==> src/rtl/centroid_tracker_if.sv <==
// rtl/centroid_tracker_if.sv - centroid sample and gesture bus between the centroid stage and its tracker
// Signals:
//   x_in/y_in/valid_in : raw centroid sample and its one-cycle qualifier
//   frame_in           : one-cycle end-of-frame pulse
//   x_out/y_out        : filtered centroid; valid_out qualifies it for one cycle
//   swipe_out          : gesture code (01 right, 10 left); swipe_valid_out qualifies it
//   lost_out           : level, target lost
// Modports: slave = tracker side, master = producer/consumer side.
interface centroid_tracker_if;
  logic [10:0] x_in;
  logic [9:0]  y_in;
  logic        valid_in;
  logic        frame_in;
  logic [10:0] x_out;
  logic [9:0]  y_out;
  logic        valid_out;
  logic [1:0]  swipe_out;
  logic        swipe_valid_out;
  logic        lost_out;

  modport slave (
    input  x_in, y_in, valid_in, frame_in,
    output x_out, y_out, valid_out, swipe_out, swipe_valid_out, lost_out
  );

  modport master (
    output x_in, y_in, valid_in, frame_in,
    input  x_out, y_out, valid_out, swipe_out, swipe_valid_out, lost_out
  );
endinterface

==> src/rtl/centroid_tracker.sv <==
// rtl/centroid_tracker.sv - moving-average centroid filter with loss detection and horizontal swipe detection
// Ports:
//   clk_in : single clock
//   rst_in : synchronous active-high reset
//   bus    : centroid_tracker_if.slave (raw samples and frame pulse in; filtered samples,
//            swipe gesture and lost level out)
// Pipeline: stage 1 updates the history ring and running sums, stage 2 registers the
// filtered (or pass-through) sample. The swipe FSM watches the stage-2 output.
module centroid_tracker #(
  parameter int DEPTH           = 4,
  parameter int SWIPE_DIST      = 200,
  parameter int LOST_FRAMES     = 8,
  parameter int COOLDOWN_FRAMES = 15
) (
  input  logic               clk_in,
  input  logic               rst_in,
  centroid_tracker_if.slave  bus
);

  localparam int LOG    = $clog2(DEPTH);
  localparam int PTR_W  = LOG;
  localparam int FILL_W = $clog2(DEPTH + 1);
  localparam int SX_W   = 11 + LOG;
  localparam int SY_W   = 10 + LOG;
  localparam int MISS_W = $clog2(LOST_FRAMES + 1);
  localparam int COOL_W = $clog2(COOLDOWN_FRAMES + 1);

  localparam logic signed [11:0] SWIPE_POS = 12'(SWIPE_DIST);
  localparam logic signed [11:0] SWIPE_NEG = -SWIPE_POS;
  localparam logic [1:0]         SW_RIGHT  = 2'b01;
  localparam logic [1:0]         SW_LEFT   = 2'b10;

  typedef enum logic [1:0] {
    S_IDLE,
    S_TRACK,
    S_COOL
  } state_t;

  // history ring (contents only meaningful below the fill count, so never reset)
  logic [10:0] x_buf [DEPTH];
  logic [9:0]  y_buf [DEPTH];

  logic [PTR_W-1:0]  wp_q;
  logic [FILL_W-1:0] fill_q;
  logic [SX_W-1:0]   x_sum_q;
  logic [SY_W-1:0]   y_sum_q;

  logic              s1_valid_q;
  logic              s1_full_q;
  logic [10:0]       s1_x_q;
  logic [9:0]        s1_y_q;

  logic              valid_q;
  logic              full_q;
  logic [10:0]       x_q;
  logic [9:0]        y_q;

  logic [MISS_W-1:0] miss_q;
  logic              seen_q;
  logic              lost_q;
  logic              lost_set;
  logic              hist_full;

  state_t            state_q, state_d;
  logic [10:0]       anchor_q, anchor_d;
  logic [COOL_W-1:0] cool_q, cool_d;
  logic [1:0]        swipe_q, swipe_d;
  logic              swipe_valid_q, swipe_valid_d;
  logic signed [11:0] dx;

  assign hist_full = (fill_q == FILL_W'(DEPTH));

  // Lost fires once the miss count has saturated; a sample arriving in that very
  // cycle wins, since it clears the miss count and starts a fresh frame.
  assign lost_set = (miss_q == MISS_W'(LOST_FRAMES)) && !lost_q && !bus.valid_in;

  always_ff @(posedge clk_in) begin
    if (!rst_in && bus.valid_in) begin
      x_buf[wp_q] <= bus.x_in;
      y_buf[wp_q] <= bus.y_in;
    end
  end

  // stage 1: history bookkeeping and loss state
  always_ff @(posedge clk_in) begin
    if (rst_in) begin
      wp_q       <= '0;
      fill_q     <= '0;
      x_sum_q    <= '0;
      y_sum_q    <= '0;
      s1_valid_q <= 1'b0;
      s1_full_q  <= 1'b0;
      s1_x_q     <= '0;
      s1_y_q     <= '0;
      lost_q     <= 1'b0;
    end else begin
      s1_valid_q <= bus.valid_in;
      if (lost_set) begin
        wp_q    <= '0;
        fill_q  <= '0;
        x_sum_q <= '0;
        y_sum_q <= '0;
        lost_q  <= 1'b1;
      end else if (bus.valid_in) begin
        wp_q      <= wp_q + PTR_W'(1);
        s1_x_q    <= bus.x_in;
        s1_y_q    <= bus.y_in;
        s1_full_q <= hist_full || (fill_q == FILL_W'(DEPTH - 1));
        lost_q    <= 1'b0;
        if (hist_full) begin
          // slot at the write pointer is the oldest entry being overwritten
          x_sum_q <= x_sum_q + SX_W'(bus.x_in) - SX_W'(x_buf[wp_q]);
          y_sum_q <= y_sum_q + SY_W'(bus.y_in) - SY_W'(y_buf[wp_q]);
        end else begin
          x_sum_q <= x_sum_q + SX_W'(bus.x_in);
          y_sum_q <= y_sum_q + SY_W'(bus.y_in);
          fill_q  <= fill_q + FILL_W'(1);
        end
      end
    end
  end

  // stage 2: the sums already reflect the stage-1 sample here
  always_ff @(posedge clk_in) begin
    if (rst_in) begin
      valid_q <= 1'b0;
      full_q  <= 1'b0;
      x_q     <= '0;
      y_q     <= '0;
    end else begin
      valid_q <= s1_valid_q;
      if (s1_valid_q) begin
        full_q <= s1_full_q;
        x_q    <= s1_full_q ? 11'(x_sum_q >> LOG) : s1_x_q;
        y_q    <= s1_full_q ? 10'(y_sum_q >> LOG) : s1_y_q;
      end
    end
  end

  // Miss counter: seen_q remembers a sample in the current frame. A sample
  // coinciding with frame_in belongs to the frame that is ending.
  always_ff @(posedge clk_in) begin
    if (rst_in) begin
      miss_q <= '0;
      seen_q <= 1'b0;
    end else if (bus.valid_in) begin
      miss_q <= '0;
      seen_q <= !bus.frame_in;
    end else if (bus.frame_in) begin
      if (seen_q) begin
        seen_q <= 1'b0;
      end else if (miss_q != MISS_W'(LOST_FRAMES)) begin
        miss_q <= miss_q + MISS_W'(1);
      end
    end
  end

  assign dx = $signed({1'b0, x_q}) - $signed({1'b0, anchor_q});

  always_ff @(posedge clk_in) begin
    if (rst_in) begin
      state_q       <= S_IDLE;
      anchor_q      <= '0;
      cool_q        <= '0;
      swipe_q       <= '0;
      swipe_valid_q <= 1'b0;
    end else begin
      state_q       <= state_d;
      anchor_q      <= anchor_d;
      cool_q        <= cool_d;
      swipe_q       <= swipe_d;
      swipe_valid_q <= swipe_valid_d;
    end
  end

  always_comb begin
    state_d       = state_q;
    anchor_d      = anchor_q;
    cool_d        = cool_q;
    swipe_d       = 2'b00;
    swipe_valid_d = 1'b0;
    case (state_q)
      S_IDLE: begin
        if (valid_q && full_q) begin
          state_d  = S_TRACK;
          anchor_d = x_q;
        end
      end
      S_TRACK: begin
        if (valid_q) begin
          if (dx >= SWIPE_POS) begin
            swipe_d       = SW_RIGHT;
            swipe_valid_d = 1'b1;
            cool_d        = COOL_W'(COOLDOWN_FRAMES);
            state_d       = S_COOL;
          end else if (dx <= SWIPE_NEG) begin
            swipe_d       = SW_LEFT;
            swipe_valid_d = 1'b1;
            cool_d        = COOL_W'(COOLDOWN_FRAMES);
            state_d       = S_COOL;
          end
        end
      end
      S_COOL: begin
        if (bus.frame_in) begin
          if (cool_q <= COOL_W'(1)) begin
            cool_d  = '0;
            state_d = S_IDLE;
          end else begin
            cool_d = cool_q - COOL_W'(1);
          end
        end
      end
      default: state_d = S_IDLE;
    endcase
    // losing the target overrides anything decided this cycle
    if (lost_set) begin
      state_d       = S_IDLE;
      cool_d        = '0;
      swipe_d       = 2'b00;
      swipe_valid_d = 1'b0;
    end
  end

  assign bus.x_out           = x_q;
  assign bus.y_out           = y_q;
  assign bus.valid_out       = valid_q;
  assign bus.swipe_out       = swipe_q;
  assign bus.swipe_valid_out = swipe_valid_q;
  assign bus.lost_out        = lost_q;

endmodule

==> src/flat_wrapper.sv <==
// flat-port wrapper written by rule: the top's interface ports become plain ports
module centroid_tracker_flat 
#(
  parameter int DEPTH           = 4,
  parameter int SWIPE_DIST      = 200,
  parameter int LOST_FRAMES     = 8,
  parameter int COOLDOWN_FRAMES = 15
)
  (clk_in, rst_in, bus_x_in, bus_y_in, bus_valid_in, bus_frame_in, bus_x_out, bus_y_out, bus_valid_out, bus_swipe_out, bus_swipe_valid_out, bus_lost_out);
  centroid_tracker_if bus_i ();
  input  logic clk_in;
  input  logic rst_in;
  input wire logic [$bits(bus_i.x_in)-1:0] bus_x_in;
  input wire logic [$bits(bus_i.y_in)-1:0] bus_y_in;
  input wire logic [$bits(bus_i.valid_in)-1:0] bus_valid_in;
  input wire logic [$bits(bus_i.frame_in)-1:0] bus_frame_in;
  output wire logic [$bits(bus_i.x_out)-1:0] bus_x_out;
  output wire logic [$bits(bus_i.y_out)-1:0] bus_y_out;
  output wire logic [$bits(bus_i.valid_out)-1:0] bus_valid_out;
  output wire logic [$bits(bus_i.swipe_out)-1:0] bus_swipe_out;
  output wire logic [$bits(bus_i.swipe_valid_out)-1:0] bus_swipe_valid_out;
  output wire logic [$bits(bus_i.lost_out)-1:0] bus_lost_out;
  assign bus_i.x_in = bus_x_in;
  assign bus_i.y_in = bus_y_in;
  assign bus_i.valid_in = bus_valid_in;
  assign bus_i.frame_in = bus_frame_in;
  assign bus_x_out = bus_i.x_out;
  assign bus_y_out = bus_i.y_out;
  assign bus_valid_out = bus_i.valid_out;
  assign bus_swipe_out = bus_i.swipe_out;
  assign bus_swipe_valid_out = bus_i.swipe_valid_out;
  assign bus_lost_out = bus_i.lost_out;
  centroid_tracker #(.DEPTH(DEPTH), .SWIPE_DIST(SWIPE_DIST), .LOST_FRAMES(LOST_FRAMES), .COOLDOWN_FRAMES(COOLDOWN_FRAMES)) u_core (.clk_in(clk_in), .rst_in(rst_in), .bus(bus_i));
endmodule
==> config.mk <==
export PLATFORM = sky130hd
export DESIGN_NAME = centroid_tracker_flat
export DESIGN_NICKNAME = d
export VERILOG_FILES = /design/src/rtl/centroid_tracker_if.sv /design/src/rtl/centroid_tracker.sv /design/src/flat_wrapper.sv
export SDC_FILE = /design/constraint.sdc
export NUM_CORES = 1
export LEC_CHECK = 0
export ABC_AREA = 1
export CAP_MARGIN = 20
export CORE_MARGIN = 4
export CORE_UTILIZATION = 45
export DETAILED_ROUTE_END_ITERATION = 8
export GPL_TIMING_DRIVEN = 0
export SYNTH_ARGS = -nofsm -noshare
export SYNTH_HDL_FRONTEND = slang
export SYNTH_SLANG_ARGS = --single-unit
==> constraint.sdc <==
create_clock -name clk_in -period 6.1 [get_ports clk_in]
set_input_delay 1.22 -clock clk_in [delete_from_list [all_inputs] [get_ports clk_in]]
set_output_delay 1.22 -clock clk_in [all_outputs]
set_load 0.01 [all_outputs]
### Word-level counts from Yosys, hierarchy flattened

Memory sizes are Yosys's and may differ from the RTL's. A register that Yosys moved wholly into a read port is not among the register bits.
Cells that the tools add are included.

| word-level totals | value |
|---|---|
| memories | 2 |
| ROM bits | 0 |
| bits in latches | 0 |
| memory bits (writable) | 84 |
| logic and storage cells | 105 |
| flip-flop bits (word level) | 102 |
| output and inout bits | 26 |
| bits of input ports | 25 |

Memory list:

| name | words | width | rd ports | clocked after Yosys merged registers in | write ports | line | source |
|---|---|---|---|---|---|---|---|
| u_core.x_buf | 4 | 11 | 1 | 1 | 1 | centroid_tracker.sv:40 | `logic [10:0] x_buf [DEPTH];` |
| u_core.y_buf | 4 | 10 | 1 | 1 | 1 | centroid_tracker.sv:41 | `logic [9:0] y_buf [DEPTH];` |

| operators by class | value |
|---|---|
| div/mod/pow operators | 0 |
| multipliers | 0 |
| order comparisons | 3 |
| equal/unequal tests | 11 |
| bitwise gates (word level) | 5 |
| reduce and logical (&&, ||, !) cells | 23 |
| add/sub/neg operators | 9 |
| shift operators | 0 |
| muxes and demuxes | 31 |

Operators with widths:

| operator | count |
|---|---|
| 2-bit two-way mux | 11 |
| 4-bit two-way mux | 5 |
| 13-bit by 11-bit adder with 13-bit output | 1 |
| 13-bit two-way mux | 1 |
| 13-bit by 11-bit subtractor with 13-bit output | 1 |
| 12-bit by 10-bit adder with 12-bit output | 1 |
| 12-bit by 9-bit greater-or-equal comparator with 1-bit output, second input constant | 1 |
| 12-bit by 9-bit <= comparator with 1-bit output, second input constant | 1 |
| 12-bit two-way mux | 1 |
| 11-bit by 11-bit subtractor with 12-bit output | 1 |
| 12-bit by 10-bit subtractor with 12-bit output | 1 |
| 11-bit two-way mux | 1 |
| 10-bit two-way mux | 1 |
| 1-bit two-way mux | 9 |
| 4-bit one-hot mux with 2 select lines | 1 |
| 2-bit by 1-bit inequality test with 1-bit output, second input constant | 3 |
| 2-bit one-hot mux with 3 select lines | 1 |
| 2-bit AND reduction | 3 |
| 2-bit nonzero test | 3 |
| 1-bit inverter | 5 |
| 5-bit AND reduction | 1 |
| 5-bit OR reduction | 1 |
| 4-bit by 1-bit adder with 4-bit output, second input constant | 1 |
| 4-bit == test, second input constant | 1 |
| other kinds (19) | 26 |

### Longest topological paths before layout

Gate-level depths: netlist of run 1.

| depth | value |
|---|---|
| depth in word-level cells | 6 |
| gate-level depth with buffers | 22 |
| depth with buffers taken out | 22 |

### Worst setup path before layout of run 1

No wires, ideal clock.

| timing | value |
|---|---|
| path type | input -> register |
| from | in bus_x_in[0] |
| to | reg u_core.x_sum_q[11] |
| data arrival time | 3.585 ns |
| library setup time | 0.109 ns |
| required time | 5.991 ns |
| stages | 20 |
| setup slack | 2.406 ns |
| path buffers | 0 |
| cells stage by stage | ha_1 inv_1 fa_1 o21ai_2 nand2_1 o211ai_1 xor2_1 inv_1 ha_1 nand2_1 nor2_1 nand3_1 o2111ai_1 nand2_1 nand2_1 nand2_1 nand4_1 nand3_1 nand2_1 inv_1 |

| on the way | value |
|---|---|
| word-level cells in the longest chain between the ends | 3 |

RTL lines:

| element | line | source |
|---|---|---|
| start, declared | flat_wrapper.sv:13 | `input wire logic [$bits(bus_i.x_in)-1:0] bus_x_in;` |
| 13-bit by 11-bit adder with 13-bit output * | centroid_tracker.sv:112, centroid_tracker.sv:115 |  |
| 13-bit by 11-bit subtractor with 13-bit output | centroid_tracker.sv:112 | `x_sum_q <= x_sum_q + SX_W'(bus.x_in) - SX_W'(x_buf[wp_q]);` |
| 13-bit two-way mux * | centroid_tracker.sv:110 | `if (hist_full) begin` |
| end signal, assigned | centroid_tracker.sv:112 |  |
| end signal, assigned | centroid_tracker.sv:115 | `x_sum_q <= x_sum_q + SX_W'(bus.x_in);` |
| end, declared | centroid_tracker.sv:45 | `logic [SX_W-1:0] x_sum_q;` |

Mark *: on every way between the ends. The rest lies on a longest branch, timed or not.
A chain may end at the register's enable or synchronous reset.

### Final worst setup path of run 1

| timing | value |
|---|---|
| from | in bus_x_in[0] |
| to | reg u_core.x_sum_q[12] |

Same word-level chain as after synthesis.

==> results of run 1 <==
==> cell usage after synthesis, types with 14 or more instances <==
| master | n |
|---|---|
| sky130_fd_sc_hd__nand2_1 | 309 |
| sky130_fd_sc_hd__a21oi_1 | 136 |
| sky130_fd_sc_hd__inv_1 | 134 |
| sky130_fd_sc_hd__dfxtp_1 | 104 |
| sky130_fd_sc_hd__edfxtp_1 | 84 |
| sky130_fd_sc_hd__nand3_1 | 74 |
| sky130_fd_sc_hd__o21ai_0 | 66 |
| sky130_fd_sc_hd__ha_1 | 63 |
| sky130_fd_sc_hd__nor2_1 | 63 |
| sky130_fd_sc_hd__clkbuf_1 | 39 |
| sky130_fd_sc_hd__a32o_1 | 19 |
| sky130_fd_sc_hd__xor2_1 | 14 |
==> cells by family after synthesis <==
group,synth area share [%]
buffers and inverters,6.887
and+or+nand+nor,21.15
DFF,46.00
AOI/OAI and AO/OA,15.25
xor gates and xnor gates,1.838
adders and majority gates,8.875
==> path summary, 6_finish.rpt <==
kind              cells past startpoint                            start                         endpoint
setup / recovery                     20                      bus_x_in[0]  u_core.x_sum_q[12]$_SDFFE_PP0P_
hold / removal                        2  u_core.anchor_q[4]$_SDFFE_PP0P_  u_core.anchor_q[4]$_SDFFE_PP0P_
setup reg to reg                     19   u_core.x_sum_q[0]$_SDFFE_PP0P_  u_core.x_sum_q[12]$_SDFFE_PP0P_
hold reg to reg                       2  u_core.anchor_q[4]$_SDFFE_PP0P_  u_core.anchor_q[4]$_SDFFE_PP0P_
==> power by group through the flow <==
stage	sequential, uW	combinational, uW	clock (uW)
after floorplan	1430	626	0
after global placement	1440	833	0
after detailed placement	1440	844	0
after CTS	1410	850	1080
after global routing	1420	969	1130
final	1410	851	1060
==> sequential cells by signal, summed over array words and instances, names as in the netlist, 10 cells and up, named ones only <==
signal and cells:
u_core.anchor_q 11, u_core.bus.x_out 11, u_core.bus.y_out 10, u_core.s1_x_q 11
u_core.s1_y_q 10, u_core.x_buf 44, u_core.x_sum_q 13, u_core.y_buf 40
u_core.y_sum_q 12
==> critical path: stages <==
cell	delay, ns
sky130_fd_sc_hd__clkdlybuf4s50_1	0.64
sky130_fd_sc_hd__ha_1	0.26
sky130_fd_sc_hd__inv_1	0.10
sky130_fd_sc_hd__fa_1	0.43
sky130_fd_sc_hd__o21ai_2	0.21
sky130_fd_sc_hd__a21oi_1	0.09
sky130_fd_sc_hd__nor2_1	0.09
sky130_fd_sc_hd__nor2_1	0.06
sky130_fd_sc_hd__xor2_1	0.19
sky130_fd_sc_hd__inv_1	0.09
sky130_fd_sc_hd__ha_1	0.36
sky130_fd_sc_hd__nand2_1	0.11
sky130_fd_sc_hd__nor2_1	0.06
sky130_fd_sc_hd__nand3_1	0.08
sky130_fd_sc_hd__nand4_1	0.16
sky130_fd_sc_hd__a211oi_1	0.38
sky130_fd_sc_hd__nand2_1	0.09
sky130_fd_sc_hd__nand2_1	0.08
sky130_fd_sc_hd__nand2_1	0.05
sky130_fd_sc_hd__a21oi_1	0.10
==> area by class of cell <==
type                    count  area (um^2)  area share [%]
clock buffers              18        429.2           3.736
well taps                 280        350.3           3.049
multi-input cells         847         4726           41.13
plain buffers              43        167.7           1.459
clock inverters            14        136.4           1.187
repair buffers             52        553.0           4.814
flip-flops and latches    188         4604           40.08
inverters                 139        521.8           4.541
==> stage by stage <==
stage / cell area [um^2] / hold WS, ns / utilization, % / cells
floorplan: 10010 / 0.4331 / - / 1217
global placement: 10840 / 0.4483 / 49.67 / 1545
detailed placement: 10920 / 0.4527 / 50.05 / 1549
CTS: 11490 / 0.4629 / 52.64 / 1581
global route: 11490 / 0.4770 / 52.64 / 1581
finish: 11490 / 0.4601 / 52.64 / 1581
==> metal layers <==
layer	part of all wire (%)	GRT usage (%)	vias up	wire (um)
met5	0	0	-	0
met4	1.4	4.875	0	374
met3	4.6	3.134	30	1188
met2	46	35.45	194	12000
met1	48	30.38	3924	12390
li1	-	-	4276	-
==> results.md, run 1 <==
* Maximum fanout encountered on the critical timing path at 6
* Post-Place Setup Slack at approximately 1.2 ns
* Data arrival time of the critical path at 4.85 ns
* Number of hold-slack violations in the final timing report at 0
* Most used flip-flop cell after synthesis: sky130_fd_sc_hd__dfxtp_1
* Initial DRT Pass Iterations at 6
* Die Y-Extent at between 150 and 200 um
* Proportion of total power due to net switching at 32.96%
* Net total in the final layout at 1381
* Share of synthesized registers carrying an async set or reset at 0%
* Part of the total power dissipated in the clock network at 31.8%
* Antenna Cells at 0
* Per-instance average area after synthesis at 8.225 um^2
* Critical Setup Path Class: primary input to flip-flop
* Max Clock Skew at around 0.012 ns
* Global-route usage over all layers at 21.54%
* Number of hold buffers added after cts at 0
* Cell at the root of the clock tree: sky130_fd_sc_hd__clkbuf_16
* Leakage dissipation at 0.004936 uW
* Rel. slew slack at 29.33%
* Final max-slew violation count at 0
* Number of clock sinks at 188
* Port buffer count at 48
* Largest cells by area after synthesis: sky130_fd_sc_hd__edfxtp_1, sky130_fd_sc_hd__dfxtp_1, sky130_fd_sc_hd__nand2_1
* Part of the power in registers at 42.6%
* Time the final worst path needs with I/O delays and setup at about 4.5 ns
* Power per standard cell area at 289.0 mW/mm^2
* Setup TNS Final at 0 ns
* Buffers from clock root to sink, at most at 2
* Least setup slack across all paths after layout at 1.611 ns
* RSZ-0062 raised after global routing: no
* Crit path required time at 6.46 ns
* Highest ir drop seen on vdd at 0.1771 mV
* Routed length per placed instance at approximately 16 um
* Vias in the first global route at 7853
* Initial antenna violation count at 0
* Final worst-path cycle share at approximately three quarters
* Startpoint class of the critical path: primary input
* Share of final-layout standard cells stronger than drive strength 1 at between 5 and 6%
* Nature of the critical path endpoint: flip-flop
* Combinational Power Share at 25.6%
* Cell Int Power at approximately 2200 uW
* Syn Nets at 1310
* Initial drt markers at 516
* Commonest non-fill, non-tap cell in the layout: sky130_fd_sc_hd__nand2_1
* Total vias in the final route at between 8000 and 9000
* Largest net degree at the start of global routing at 19
* Post-layout total power at approximately 3300 uW
* Detailed-placement wirelength estimate at 19880 um
* Warnings, synthesis at 0
* Area share of the largest cell type after synthesis at 25.20%
* Clock transition at the register clock pins on the worst setup and hold paths after CTS at approximately 0.07 ns
* CTS buffer count at 17
* Net load switching power at 1094 uW
* First-pass GRT wire length at roughly 41000 um
* Transition time at the pin with the least slew margin at 1.055 ns
* Outcome: completed
* H-Tree Level Count at 4
* Floorplan die width at 157.1 um
* Routability cong. at 0.8955
* Effective utilization at floorplan at 45.87%
* Remaining DRCs at 0
* Yosys top cell by area: sky130_fd_sc_hd__edfxtp_1
* Reg-to-reg setup timing slack at roughly 2.8 ns
* Via density per instance at 5.328
* Number of enable flip-flop cells after synthesis at 84
* Cell count after synthesis at 1217
* Die ar. at 0.02469 mm^2
* Count of boundary I/O pins at 51
* TritonCTS clock tree: done
* Synth unique cells at 44
* Min-Delay Path Class: flip-flop to flip-flop
* Area of the mapped netlist at between 0.01 and 0.015 mm^2
* PostCTS Resize Cnt at 0
* Total detailed-routing wirelength at 25960 um
* Post-synthesis register bit count at 188
* Final global-route overflow total at 0
* Layout area overhead at 14.77%
* Number of cell rows at 54
* Std-Cell Core Area at 0.02182 mm^2
* Fmax at 0.2228 GHz
* Fraction of the yosys area taken by sequential cells at a little under half
* Final setup vio count at 0
* Insertion delay to the later sink of the worst-skew pair at around 0.44 ns
* Number of nets still failing antenna checks after routing at 0
* Max-cap viol count at 0
* Layout filler cell count at 2051
* Leading cell types in the layout, fill and taps excluded: sky130_fd_sc_hd__nand2_1, sky130_fd_sc_hd__a21oi_1, sky130_fd_sc_hd__inv_1, sky130_fd_sc_hd__dfxtp_1, sky130_fd_sc_hd__edfxtp_1
* Buffers inserted by post-CTS timing repair at 0
No activity file was read; power rests on OpenSTA's default activity.
==> run 2: changes to the inputs <==
==> constraint.sdc (replaced) <==
create_clock -name clk_in -period 4.4 [get_ports clk_in]
set_input_delay 0.88 -clock clk_in [delete_from_list [all_inputs] [get_ports clk_in]]
set_output_delay 0.88 -clock clk_in [all_outputs]
set_load 0.01 [all_outputs]
==> results.md, run 2 (synthesized netlist as in run 1, its figures left out) <==
* Final global-route overflow total at 0 (unchanged)
* Crit path required time at 4.73 ns (was 6.46 ns)
* Final cell area excluding filler cells at 0.01149 mm^2 (about the same)
* Cell area reported after detailed placement at 0.01092 mm^2 (unchanged)
* Net total in the final layout at 1381 (unchanged)
* Power per standard cell area at 400.2 mW/mm^2 (was 289.0 mW/mm^2)
* Cell at the root of the clock tree: sky130_fd_sc_hd__clkbuf_16 (unchanged)
* Via density per instance at 5.324 (was 5.328)
* PostCTS Resize Cnt at 0 (unchanged)
* Antenna Cells at 0 (unchanged)
* Global-route usage over all layers at 21.54% (unchanged)
* Number of hold buffers added after cts at 0 (unchanged)
* Outcome: completed (unchanged)
* Flip-flop count of the largest register, all copies and words added at 44 (unchanged)
* Buffers from clock root to sink, at most at 2 (unchanged)
* Maximum fanout encountered on the critical timing path at 6 (unchanged)
* Initial drt markers at 536 (was 516)
* Remaining DRCs at 0 (unchanged)
* Commonest non-fill, non-tap cell in the layout: sky130_fd_sc_hd__nand2_1 (unchanged)
* Layout area overhead at 14.82% (was 14.77%)
* Min-Delay Path Class: flip-flop to flip-flop (unchanged)
* Largest net degree at the start of global routing at 19 (unchanged)
* Hold Path Origin: u_core.anchor_q[4]$_SDFFE_PP0P_ (unchanged)
* Rel. slew slack at 31.48% (was 29.33%)
* Leading cell types in the layout, fill and taps excluded: sky130_fd_sc_hd__nand2_1, sky130_fd_sc_hd__a21oi_1, sky130_fd_sc_hd__inv_1, sky130_fd_sc_hd__dfxtp_1, sky130_fd_sc_hd__edfxtp_1 (unchanged)
* Transition time at the pin with the least slew margin at 1.023 ns (was 1.055 ns)
* Port buffer count at 48 (unchanged)
* Die Y-Extent at 157.1 um (unchanged)
* Initial antenna violation count at 0 (unchanged)
* Registers with the highest flip-flop counts: u_core.x_buf x44, u_core.y_buf x40, u_core.x_sum_q x13 (unchanged)
* RSZ-0062 raised after global routing: no (unchanged)
* CP startpoint: bus_x_in[0] (unchanged)
* Effective utilization at floorplan at 45.87% (unchanged)
* Number of hold-slack violations in the final timing report at 0 (unchanged)
* Max Clock Skew at 0.01022 ns (was 0.01178 ns)
* Number of clock sinks at 188 (unchanged)
* First-pass GRT wire length at 41460 um (unchanged)
* H-Tree Level Count at 4 (unchanged)
* Most flop-heavy register: u_core.x_buf (unchanged)
* Fmax at 0.2416 GHz
* TritonCTS clock tree: done (unchanged)
* Insertion delay to the later sink of the worst-skew pair at 0.43 ns (was 0.44 ns)
* CTS buffer count at 17 (unchanged)
* Std-Cell Core Area at 0.02182 mm^2 (unchanged)
* Nature of the critical path endpoint: flip-flop (unchanged)
* Data arrival time of the critical path at 4.47 ns (was 4.85 ns)
* Leakage dissipation at 0.004936 uW (about the same)
* Final setup vio count at 0 (unchanged)
* Routability cong. at 0.8955 (unchanged)
* Clock transition at the register clock pins on the worst setup and hold paths after CTS at 0.07 ns (about the same)
* Startpoint class of the critical path: primary input (unchanged)
* Die ar. at 0.02469 mm^2 (unchanged)
* Final max-slew violation count at 0 (unchanged)
* Buffers inserted by post-CTS timing repair at 0 (unchanged)
* Time the final worst path needs with I/O delays and setup at 4.138 ns
* Total detailed-routing wirelength at 25990 um (was 25960 um)
* Number of cell rows at 54 (unchanged)
* Count of boundary I/O pins at 51 (unchanged)
* Routed length per placed instance at 16.44 um (was 16.42 um)
* Initial DRT Pass Iterations at 5 (was 6)
* Critical Setup Path Class: primary input to flip-flop (unchanged)
* Detailed-placement wirelength estimate at 19880 um (unchanged)
* Max-cap viol count at 0 (unchanged)
* Vias in the first global route at 7853 (unchanged)
* Highest ir drop seen on vdd at 0.2444 mV (was 0.1771 mV)
* Total vias in the final route at 8417 (was 8424)
* Floorplan die width at 157.1 um (unchanged)
* Share of final-layout standard cells stronger than drive strength 1 at 5.304% (was 5.227%)
* Setup TNS Final at 0 ns (unchanged)
* Final worst-path cycle share at between 90% and 100%
* Number of nets still failing antenna checks after routing at 0 (unchanged)
==> run 2: cell counts in the layout (fill, tap and decap cells not counted) <==
No cell type changed its count.
==> run 2: path summary, 6_finish.rpt <==
kind                                           to  slack (ns)  depth (start not counted)
hold reg to reg   u_core.anchor_q[4]$_SDFFE_PP0P_        0.46                          2
setup / recovery  u_core.x_sum_q[11]$_SDFFE_PP0P_        0.26                         21
hold / removal    u_core.anchor_q[4]$_SDFFE_PP0P_        0.46                          2
setup reg to reg  u_core.y_sum_q[10]$_SDFFE_PP0P_        1.06                         21
==> run 2: final cells by class <==
cell class / count / area [um^2]
plain buffers: 43 / 167.7
fillers: 2050 / 10330
multi-input cells: 847 / 4731
repair buffers: 52 / 553.0
well taps: 280 / 350.3
inverters: 139 / 521.8
clock inverters: 14 / 136.4
flip-flops and latches: 188 / 4604
clock buffers: 18 / 429.2
==> run 2: routing by layer <==
metal / global-route usage [%] / part of all wire (%)
met2: 35.45 / 46
met5: 0 / 0
met1: 30.38 / 48
met3: 3.134 / 4.8
met4: 4.875 / 1.4
==> run 2: per-stage QoR <==
stage	power [uW]	hold slack (ns)	instances	util, %	setup WS (ns)
detailed placement	3168	0.4527	1549	50.05	-0.1631
CTS	4629	0.4629	1581	52.64	0.2901
floorplan	2849	0.4331	1217	-	1.046
global placement	3154	0.4483	1545	49.67	-0.1718
finish	4600	0.4599	1581	52.67	0.2615
global route	4883	0.4770	1581	52.67	0.01828
==> run 2: critical path, stage by stage <==
cell and delay, ns:
sky130_fd_sc_hd__clkdlybuf4s50_1 0.65, sky130_fd_sc_hd__ha_1 0.26, sky130_fd_sc_hd__inv_1 0.10, sky130_fd_sc_hd__fa_1 0.43, sky130_fd_sc_hd__o21ai_2 0.21, sky130_fd_sc_hd__nand2_1 0.07, sky130_fd_sc_hd__o211ai_1 0.14, sky130_fd_sc_hd__xor2_1 0.24
sky130_fd_sc_hd__inv_1 0.08, sky130_fd_sc_hd__ha_1 0.38, sky130_fd_sc_hd__nand2_1 0.10, sky130_fd_sc_hd__nor2_1 0.14, sky130_fd_sc_hd__nand3_1 0.09, sky130_fd_sc_hd__o2111ai_1 0.16, sky130_fd_sc_hd__nand2_1 0.08, sky130_fd_sc_hd__nand2_1 0.08
sky130_fd_sc_hd__nand2_1 0.07, sky130_fd_sc_hd__nand4_1 0.09, sky130_fd_sc_hd__nand3_1 0.09, sky130_fd_sc_hd__nand2_1 0.09, sky130_fd_sc_hd__inv_1 0.04
==> run 2: where the power goes <==
part / leakage, uW / internal, uW / total, uW / switching, uW
combinational: 0.00305 / 435 / 1180 / 747
sequential: 0.00162 / 1900 / 1960 / 57.9
clock: 0.000274 / 750 / 1460 / 709
